==> config.mk <==
export PLATFORM = sky130hd
export DESIGN_NAME = msk_inv_pipe
export DESIGN_NICKNAME = d
export VERILOG_FILES = /design/src/rtl/msk_pkg.sv /design/src/rtl/msk_inv_stage.sv /design/src/rtl/msk_inv_pipe.sv
export SDC_FILE = /design/constraint.sdc
export NUM_CORES = 1
export LEC_CHECK = 0
export CELL_PAD_IN_SITES_DETAIL_PLACEMENT = 1
export CELL_PAD_IN_SITES_GLOBAL_PLACEMENT = 2
export CORE_AREA = 3 3 40 42
export CTS_BUF_LIST = sky130_fd_sc_hd__clkbuf_2
export DETAILED_ROUTE_END_ITERATION = 12
export DIE_AREA = 0 0 43 45
export PLACE_DENSITY_LB_ADDON = 0.1
export SETUP_SLACK_MARGIN = 0.05
export SYNTH_ARGS = -nofsm -noshare
export SYNTH_HDL_FRONTEND = slang
export SYNTH_HIERARCHICAL = 1
export SYNTH_SLANG_ARGS = --single-unit
==> constraint.sdc <==
create_clock -name clk -period 2.37 [get_ports clk]
set_clock_uncertainty 0.1 [all_clocks]
set_input_delay 0.237 -clock clk [delete_from_list [all_inputs] [get_ports clk]]
set_output_delay 0.237 -clock clk [all_outputs]
set_load 0.005 [all_outputs]
==> src/rtl/msk_pkg.sv <==
`default_nettype none
// +-------------------------------------------------------------------------+
// | msk_pkg : shared constants and share-index helpers for masked gadgets    |
// | rev 1.0                                                                 |
// +-------------------------------------------------------------------------+
package msk_pkg;

  localparam int MSK_MAX_LAT = 4;

  // Flat bit position of lane `lane`, share `share` in a count*d sharing bus.
  function automatic int share_idx(input int lane, input int share, input int d);
    return lane * d + share;
  endfunction

  function automatic bit cfg_ok(input int d, input int count, input int lat);
    return (d >= 1) && (count >= 1) && (lat >= 0) && (lat <= MSK_MAX_LAT);
  endfunction

endpackage
`default_nettype wire

==> src/rtl/msk_inv_stage.sv <==
`default_nettype none
// +-------------------------------------------------------------------------+
// | msk_inv_stage : one enabled register stage for W share bits plus valid  |
// | rev 1.0                                                                 |
// +-------------------------------------------------------------------------+
module msk_inv_stage #(
  parameter int W = 2
) (
  input  logic         clk,
  input  logic         rst,
  input  logic         en,
  input  logic [W-1:0] in_data,
  input  logic         in_valid,
  output logic [W-1:0] out_data,
  output logic         out_valid
);

  logic [W-1:0] data_d, data_q;
  logic         valid_d, valid_q;

  // Data and valid share the same enable so an item never splits from its flag.
  always_comb begin
    data_d  = data_q;
    valid_d = valid_q;
    if (en) begin
      data_d  = in_data;
      valid_d = in_valid;
    end
  end

  always_ff @(posedge clk or posedge rst) begin
    if (rst) begin
      data_q  <= '0;
      valid_q <= 1'b0;
    end else begin
      data_q  <= data_d;
      valid_q <= valid_d;
    end
  end

  assign out_data  = data_q;
  assign out_valid = valid_q;

endmodule
`default_nettype wire

==> src/rtl/msk_inv_pipe.sv <==
`default_nettype none
// +-------------------------------------------------------------------------+
// | msk_inv_pipe : per-lane masked NOT on share 0, retimed by LAT stages     |
// | rev 1.0                                                                 |
// +-------------------------------------------------------------------------+
module msk_inv_pipe
  import msk_pkg::*;
#(
  parameter int d     = 2,
  parameter int count = 1,
  parameter int LAT   = 1
) (
  input  logic                 clk,
  input  logic                 rst,
  input  logic                 en,
  input  logic                 in_valid,
  input  logic [count-1:0]     inv_en,
  input  logic [count*d-1:0]   in,
  output logic [count*d-1:0]   out,
  output logic                 out_valid
);

  localparam int W = count * d;

  if (!cfg_ok(d, count, LAT)) begin : g_cfg_err
    $error("msk_inv_pipe: requires d>=1, count>=1, 0<=LAT<=MSK_MAX_LAT");
  end

  logic [W-1:0] s0_data;

  // Only share 0 of each lane sees inv_en; upper shares are plain wires.
  for (genvar i = 0; i < count; i++) begin : g_lane
    assign s0_data[share_idx(i, 0, d)] = in[share_idx(i, 0, d)] ^ inv_en[i];
    if (d > 1) begin : g_upper
      assign s0_data[share_idx(i, d-1, d):share_idx(i, 1, d)] =
             in[share_idx(i, d-1, d):share_idx(i, 1, d)];
    end
  end

  if (LAT == 0) begin : g_bypass
    logic unused_ctrl;
    assign unused_ctrl = ^{clk, rst, en};
    assign out         = s0_data;
    assign out_valid   = in_valid;
  end else begin : g_pipe
    logic [W-1:0] data_c  [0:LAT];
    logic         valid_c [0:LAT];

    assign data_c[0]  = s0_data;
    assign valid_c[0] = in_valid;

    for (genvar s = 0; s < LAT; s++) begin : g_stage
      msk_inv_stage #(
        .W (W)
      ) u_stage (
        .clk       (clk),
        .rst       (rst),
        .en        (en),
        .in_data   (data_c[s]),
        .in_valid  (valid_c[s]),
        .out_data  (data_c[s+1]),
        .out_valid (valid_c[s+1])
      );
    end

    assign out       = data_c[LAT];
    assign out_valid = valid_c[LAT];
  end

endmodule
`default_nettype wire

# Yosys cells after proc, flatten, opt, wreduce, memory -nomap -nowiden
# Index checks and enable logic that the tools add are counted.
dict set report word_totals {
  ff_bits 3
  word_cells 3
  input_bits 7
  out_inout_bits 3
}
dict set report classes {
  n_bitwise 1
}
# cell n
set op_table {}
lappend op_table {{bitwise XOR 1 bit} 1}

# Depth between registers and ports, before layout
# Gate-level depths: netlist of the first run.
dict set report depth {
  depth_word 1
  mapped_depth 2
  depth_no_buf 2
}

# By module
# The synthesis of the first run kept the hierarchy.
# module area_each_um2 seq_area_each_um2 cells_per_inst n_inst
set modules_own_cells {}
lappend modules_own_cells {msk_inv_stage 112.6 75.1 7 1}
lappend modules_own_cells {msk_inv_pipe 8.8 0.0 1 1}

# Least setup slack after synthesis of the first run
# No wires, ideal clock.
dict set report synth_timing {
  kind {input to register}
  from {in inv_en}
  to {reg g_pipe.g_stage[0].u_stage.data_q[0]}
  path_buffers 0
  required_ns 2.145
  setup_ns 0.125
  slack_ns 1.531
  arrival_time_ns 0.615
  cell_stages 2
  cell_sequence {xor2_1 mux2_2}
}
dict set report synth_via {
  elab_chain_cells 1
}
# item line
set synth_lines {}
lappend synth_lines {{from (decl)} msk_inv_pipe.sv:17} ;# input logic [count-1:0] inv_en,
lappend synth_lines {{bitwise XOR 1 bit} msk_inv_pipe.sv:33} ;# assign s0_data[share_idx(i, 0, d)] = in[share_idx(i, 0, d)] ^ inv_en[i];
lappend synth_lines {{to (signal assigned)} msk_inv_stage.sv:36} ;# data_q <= data_d;
lappend synth_lines {{to (decl)} msk_inv_stage.sv:18} ;# logic [W-1:0] data_d, data_q;
# No other way between the ends.
# A chain may end at the register's enable or synchronous reset.

# Worst setup path after layout of the first run
dict set report layout_timing {
  from {reg g_pipe.g_stage[0].u_stage.valid_q}
  to {out out_valid}
}
# item line
set layout_rtl {}
lappend layout_rtl {{from (decl)} msk_inv_stage.sv:19} ;# logic valid_d, valid_q;
lappend layout_rtl {{from (signal assigned)} msk_inv_stage.sv:37} ;# valid_q <= valid_d;
lappend layout_rtl {{to (decl)} msk_inv_pipe.sv:20} ;# output logic out_valid
# No word-level cell between the ends.

==> implementation parameters, run 1 <==
Parameter                              Value

Outcome
  Status    complete, no violations

Worst setup path
  Family of cells with the greatest summed delay on the critical path    buffers and inverters
  Register-to-Register Setup Slack    roughly 1.5 ns
  Nature of the critical path startpoint    flip-flop
  Reg-to-reg critical path startpoint    g_pipe.g_stage[0].u_stage/out_data[0]
  Logic depth of the worst register-to-register path    1
  Max incr delay on CP    around 0.5 ns
  Cell-by-cell listing of the critical path    clkdlybuf4s50_1
  Sum of buffers and inverters on the critical path    1
  Critical path endpoint category    output port
  R2r endpoint    g_pipe.g_stage[0].u_stage/out_data[0]
  Crit path kind    reg -> out
  Required time of the critical path    2.03 ns
  Slowest-stage cell, CP    sky130_fd_sc_hd__clkdlybuf4s50_1
  Max FO, Critical Path    2
  Worst Path Arrival    ~1.1 ns

Floorplan
  Die Wd    about 43 um
  Starting Density    0.09445
  Die footprint    1935 sq um
  Core Box Area    between 1000 and 1500 sq um
  Cell row count    13
  Number of I/O pins    10
  Die height    about 45 um

Clock tree
  Worst-path clk slew    ~0.050 ns
  Maximum level of the CTS H-tree    1
  Clock insertion delay at the later pin of the skew report    about 0.20 ns
  Num Clock Sinks    3
  Number of clock buffers inserted by TritonCTS    3
  Count of hold-fix buffers inserted at cts    0
  CTS root buf    sky130_fd_sc_hd__clkbuf_2
  Longest Clk Path Bufs    2
  Resized cells post-CTS    0
  Number of setup buffers added after CTS    0
  Clock tree from TritonCTS    done

Power
  P_leak    ~0.00011 uW
  Total power divided by cell area    about 660 nW/um^2
  Worst vdd rail ir drop    around 0.086 mV

Final layout
  Layout Cells excl Fill    36
  Share of cells above drive strength 1    0.3333
  Layout area overhead    106.2%
  Number of nets in the final layout    29
  Antenna diode count    0
  Final standard cell utilization of the core    0.1947

Timing
  Crit path setup slack, layout    0.9850 ns
  Fin Hold WS    0.09941 ns
  Max Clock Freq    around 720 MHz
  Pins over their slew limit    0
  Worst max-slew margin expressed relative to the limit    0.9101
  Unrepaired setup endpoints after global routing    no
  Minimum period implied by the final worst setup slack    roughly 1.4 ns
  Worst slew pin tran    0.1345 ns
  Hold Vio Cnt, Final    0
  Setup violation total in the final timing report    0
  Post-Route Setup TNS    0 ns
  Post-route clock period utilization    0.5844

Run
  Max cap viols    0

Synth
  Post-synthesis cell type count    4
  Largest cells by area after synthesis    sky130_fd_sc_hd__dfrtp_1 (62%), sky130_fd_sc_hd__mux2_2 (28%), sky130_fd_sc_hd__xor2_1 (7.2%), sky130_fd_sc_hd__inv_1 (3.1%)
  Average cell area after synthesis    approximately 15 sq um
  Gate count after technology mapping    8
  Flip-flop and latch count after synthesis    3
  Sequential-to-total area share from yosys stat    0.6186
  Yosys Warn Count    6
  Post-synth top area share    0.6186
  Top cell type by total area after synthesis    sky130_fd_sc_hd__dfrtp_1
  Synthesized netlist net count    15
  Netlist area before placement    121.4 sq um

GRT
  Global routing usage summed across all routing layers    0.04833
  Via count of the first global-routing pass    approximately 140
  Antenna violations before repair    0
  Wire length of the first global-routing pass    545 um
  Maximum number of pins on one net before global-route repair    4
  Congestion Overflow GR    0

Place
  Total placed cells including tap cells    32
  Quantity of I/O buffers inserted on ports    9
  Minimum setup slack after placement    approximately 1.0 ns
  Routability Congestion    0.6237

Route
  Count of unresolved DRC violations after routing    0
  Mean number of vias per cell    between 2 and 3
  Met2 wirelength from detailed routing    151 um
  Met1 WL    124 um
  Number of iterations in the first detailed-routing pass    1
  Avg WL per Cell    ~9.6 um
  Amount of wire on met3 after detailed routing    71 um
  Routed Antenna Nets    0
  DRT Wirelength    346 um
  Total vias in the final route    105
  Top layer reached by signal wires    met3
  Initial DRC count    0

Worst hold path
  Worst min-delay path class    in -> async
## metal layers
layer	vias up	GRT usage
met3	0	0.04382
met5	-	0
li1	51	-
met1	44	0.02899
met2	10	0.06886
met4	0	0.07229
## worst max path at each step
stage | start | to | depth (start not counted)
after floorplan | inv_en | g_pipe.g_stage[0].u_stage/out_data[0] | 2
after global placement | en | g_pipe.g_stage[0].u_stage/out_data[0] | 2
after detailed placement | en | g_pipe.g_stage[0].u_stage/out_data[0] | 2
after CTS | g_pipe.g_stage[0].u_stage/out_valid | out_valid | 1
after global routing | g_pipe.g_stage[0].u_stage/out_valid | out_valid | 1
final | g_pipe.g_stage[0].u_stage/out_valid | out_valid | 1
## cells in the mapped netlist, drive strengths merged
cell   n
dfrtp  3
inv    1
xor2   1
mux2   3
## cell usage in the layout, fill, tap and decap left out
cell,netlist,layout
sky130_fd_sc_hd__clkdlybuf4s50_1,0,9
sky130_fd_sc_hd__clkbuf_2,0,4
sky130_fd_sc_hd__mux2_2,3,3
sky130_fd_sc_hd__dfrtp_1,3,3
sky130_fd_sc_hd__xor2_1,1,1
sky130_fd_sc_hd__inv_1,1,1
## stage by stage
step | instance area, sq um | total power, uW
floorplan | 121.4 | 69.40
global placement | 230.2 | 95.51
detailed placement | 230.2 | 94.32
CTS | 250.2 | 172.9
global route | 250.2 | 178.6
finish | 250.2 | 165.1
## logic make-up after synthesis
family,synth area share
xor gates and xnor gates,0.07218
buffers and inverters,0.03090
DFF,0.6185
muxes,0.2783
## state kept, by name, summed over array words and instances (netlist names)
| signal | count |
|---|---|
| g_pipe.g_stage.u_stage/out_data | 2 |
| g_pipe.g_stage.u_stage/out_valid | 1 |
## layout make-up
type	instances	area [sq um]
clock buffer	4	20.02
inverter	1	3.754
tap	15	18.77
sequential	3	75.07
timing repair buffer	9	90.09
fill	149	1035
multi-input combinational	4	42.54
## report_power, final
group          internal (uW)  leakage (uW)  switching, uW
Sequential              57.4     0.0000351           2.81
Clock                   44.6     0.0000166           27.9
Combinational           24.3     0.0000566           8.17
(Power assumes the default switching activity.)
==> inputs of run 2 (changes only) <==
==> constraint.sdc (replaced) <==
create_clock -name clk -period 1.1 [get_ports clk]
set_clock_uncertainty 0.1 [all_clocks]
set_input_delay 0.11 -clock clk [delete_from_list [all_inputs] [get_ports clk]]
set_output_delay 0.11 -clock clk [all_outputs]
set_load 0.005 [all_outputs]
==> run 2 against run 1 <==
  * Non-clock buffer count increased by 1
  * Critical path type is now in -> reg
  * Final cell count increased by 2.8%
  * First-iteration DRC count unchanged
  * Sequential power increased by 110%
  * Die area unchanged
  * Largest power group unchanged
  * Hold slack improved by 0.30 ns
  * Worst setup slack got worse by 0.88 ns
  * Sequential share of layout area decreased by 1.2 points
  * Clock-buffer cell count unchanged
==> implementation parameters, run 2 (synthesized netlist as in run 1, its figures left out) <==
Parameter                              Value

Worst setup path
  Cell-by-cell listing of the critical path    clkdlybuf4s50_1, mux2_2
  Reg-to-reg critical path startpoint    g_pipe.g_stage[0].u_stage/out_data[0]
  Worst Path Arrival    0.98 ns (-0.07 ns)
  Max incr delay on CP    0.52 ns (about the same)
  Crit path kind    in -> reg
  Launch point of the critical path    en
  Family of cells with the greatest summed delay on the critical path    buffers and inverters
  Max FO, Critical Path    3 (+1)
  Slowest-stage cell, CP    sky130_fd_sc_hd__clkdlybuf4s50_1
  Critical path endpoint category    flip-flop
  Sum of buffers and inverters on the critical path    1 (unchanged)
  Nature of the critical path startpoint    primary input
  Required time of the critical path    1.09 ns (-0.94 ns)

Timing
  Hold Vio Cnt, Final    0 (unchanged)
  Fin Hold WS    0.4023 ns (+0.3029 ns)
  Setup violation total in the final timing report    0 (unchanged)
  Minimum period implied by the final worst setup slack    0.9915 ns
  Unrepaired setup endpoints after global routing    no
  Pins over their slew limit    0 (unchanged)
  Post-route clock period utilization    0.9013
  Worst max-slew margin expressed relative to the limit    0.9087 (-0.001337)
  Worst slew pin tran    0.1365 ns (+0.002000 ns)
  Max Clock Freq    just over 1000 MHz

Place
  Routability Congestion    0.5730 (-8.1%)
  Quantity of I/O buffers inserted on ports    9 (unchanged)

Final layout
  Most used cells in the layout excluding fill and tap cells    sky130_fd_sc_hd__clkdlybuf4s50_1 (6), sky130_fd_sc_hd__clkbuf_2 (4), sky130_fd_sc_hd__mux2_2 (3), sky130_fd_sc_hd__dfrtp_1 (3), sky130_fd_sc_hd__clkdlybuf4s15_1 (3)
  Max reg flops    2 (unchanged)
  Filler cell count in the final layout    149 (unchanged)
  Most common library cell in the layout ignoring fill and taps    sky130_fd_sc_hd__clkdlybuf4s50_1
  Layout area overhead    114.4%
  Share of cells above drive strength 1    0.3182 (-0.01515)
  Sequential standard cell area    75.07 sq um (unchanged)
  Total area of multi-input combinational cells    42.54 sq um (unchanged)
  Final standard cell utilization of the core    0.2025 (+0.007790)
  Number of nets in the final layout    30 (+3.4%)
  Antenna diode count    0 (unchanged)

Floorplan
  Die footprint    1935 sq um (unchanged)
  Cell row count    13 (unchanged)
  Core Box Area    1285 sq um (unchanged)
  Die height    45 um (unchanged)
  Number of I/O pins    10 (unchanged)
  Starting Density    0.09445 (unchanged)
  Die Wd    43 um (unchanged)

Route
  Routed Antenna Nets    0 (unchanged)
  Count of unresolved DRC violations after routing    0 (unchanged)
  Mean number of vias per cell    3.135 (+7.5%)
  Avg WL per Cell    9.405 um (-2.1%)
  Total vias in the final route    116 (+10%)
  Initial DRC count    0 (unchanged)
  Number of iterations in the first detailed-routing pass    1 (unchanged)
  DRT Wirelength    348 um (+0.58%)

Power
  Total power divided by cell area    1347 nW/um^2 (+100%)
  Worst vdd rail ir drop    0.3055 mV (+250%)
  P_leak    0.0001144 uW (+5.7%)

GRT
  Via count of the first global-routing pass    121 (-10%)
  Met2 usage    0.04491 (-0.02395)
  Wire length of the first global-routing pass    593 um (+8.8%)
  Congestion Overflow GR    0 (unchanged)
  Met3 global-route usage    0.03586 (-0.007968)
  Global routing usage summed across all routing layers    0.05175 (+0.003420)
  Maximum number of pins on one net before global-route repair    4 (unchanged)
  Met1 layer usage reported by global route    0.05583 (+0.02684)
  Global route hottest layer    met4
  Antenna violations before repair    0 (unchanged)

Clock tree
  Clock insertion delay at the later pin of the skew report    0.21 ns (about the same)
  Worst-path clk slew    0.04 ns (about the same)
  Longest Clk Path Bufs    2 (unchanged)
  Number of clock buffers inserted by TritonCTS    3 (unchanged)
  Num Clock Sinks    3 (unchanged)
  Maximum level of the CTS H-tree    1 (unchanged)
  CTS root buf    sky130_fd_sc_hd__clkbuf_2
  Clock tree from TritonCTS    done

Worst hold path
  Worst min-delay path class    reg -> reg
  Startpoint of the worst hold path    g_pipe.g_stage[0].u_stage/out_valid

Outcome
  Status    complete, no violations

Run
  Max cap viols    0 (unchanged)
run 2: metal layers:
layer | vias to the layer above | routed length, um | part of all wire
met5 | - | 0 | 0
met4 | 0 | 14 | 0.040
met1 | 49 | 159 | 0.46
li1 | 53 | - | -
met2 | 12 | 133 | 0.38
met3 | 2 | 40 | 0.11
run 2: worst paths after layout:
path | to | slack (ns) | depth (start not counted)
max in group asynchronous | g_pipe.g_stage[0].u_stage/out_data[1] | 0.23 | 3
hold reg to reg | g_pipe.g_stage[0].u_stage/out_valid | 0.40 | 1
hold / removal | g_pipe.g_stage[0].u_stage/out_valid | 0.40 | 1
setup / recovery | g_pipe.g_stage[0].u_stage/out_data[1] | 0.11 | 2
setup reg to reg | g_pipe.g_stage[0].u_stage/out_data[0] | 0.26 | 1
min in group asynchronous | g_pipe.g_stage[0].u_stage/out_data[0] | 0.54 | 3
run 2: layout make-up:
| type | instances | share of cell area |
|---|---|---|
| Timing Repair Buffer | 10 | 0.3846 |
| Sequential cell | 3 | 0.2885 |
| Multi-Input combinational cell | 4 | 0.1635 |
| Clock buffer | 4 | 0.07692 |
| Tap cell | 15 | 0.07212 |
| Inverter | 1 | 0.01442 |
run 2: through the flow:
stage                     cells  setup slack (ns)  setup TNS [ns]  area, sq um  power (uW)
final                        37            0.1085               0        260.3       350.7
after CTS                    37           0.08225               0        260.3       366.1
after detailed placement     32           -0.1132         -0.3390        230.2       201.9
after floorplan               8            0.2628               0        121.4       149.5
after global placement       32           -0.1313         -0.3858        230.2       202.4
after global routing         37           0.05804               0        260.3       382.6
run 2: timing repair:
action	4_1_cts	5_1_grt
resized for setup	6	0
endpoints found under the setup margin	3	0
endpoints found under the hold margin	3	0
hold buffers	1	0
buffers inserted	0	0
run 2: where the power goes:
group          internal [uW]  switching (uW)
clock network           95.9            59.4
registers                124            5.71
logic                   48.3            17.6
total                    268            82.7
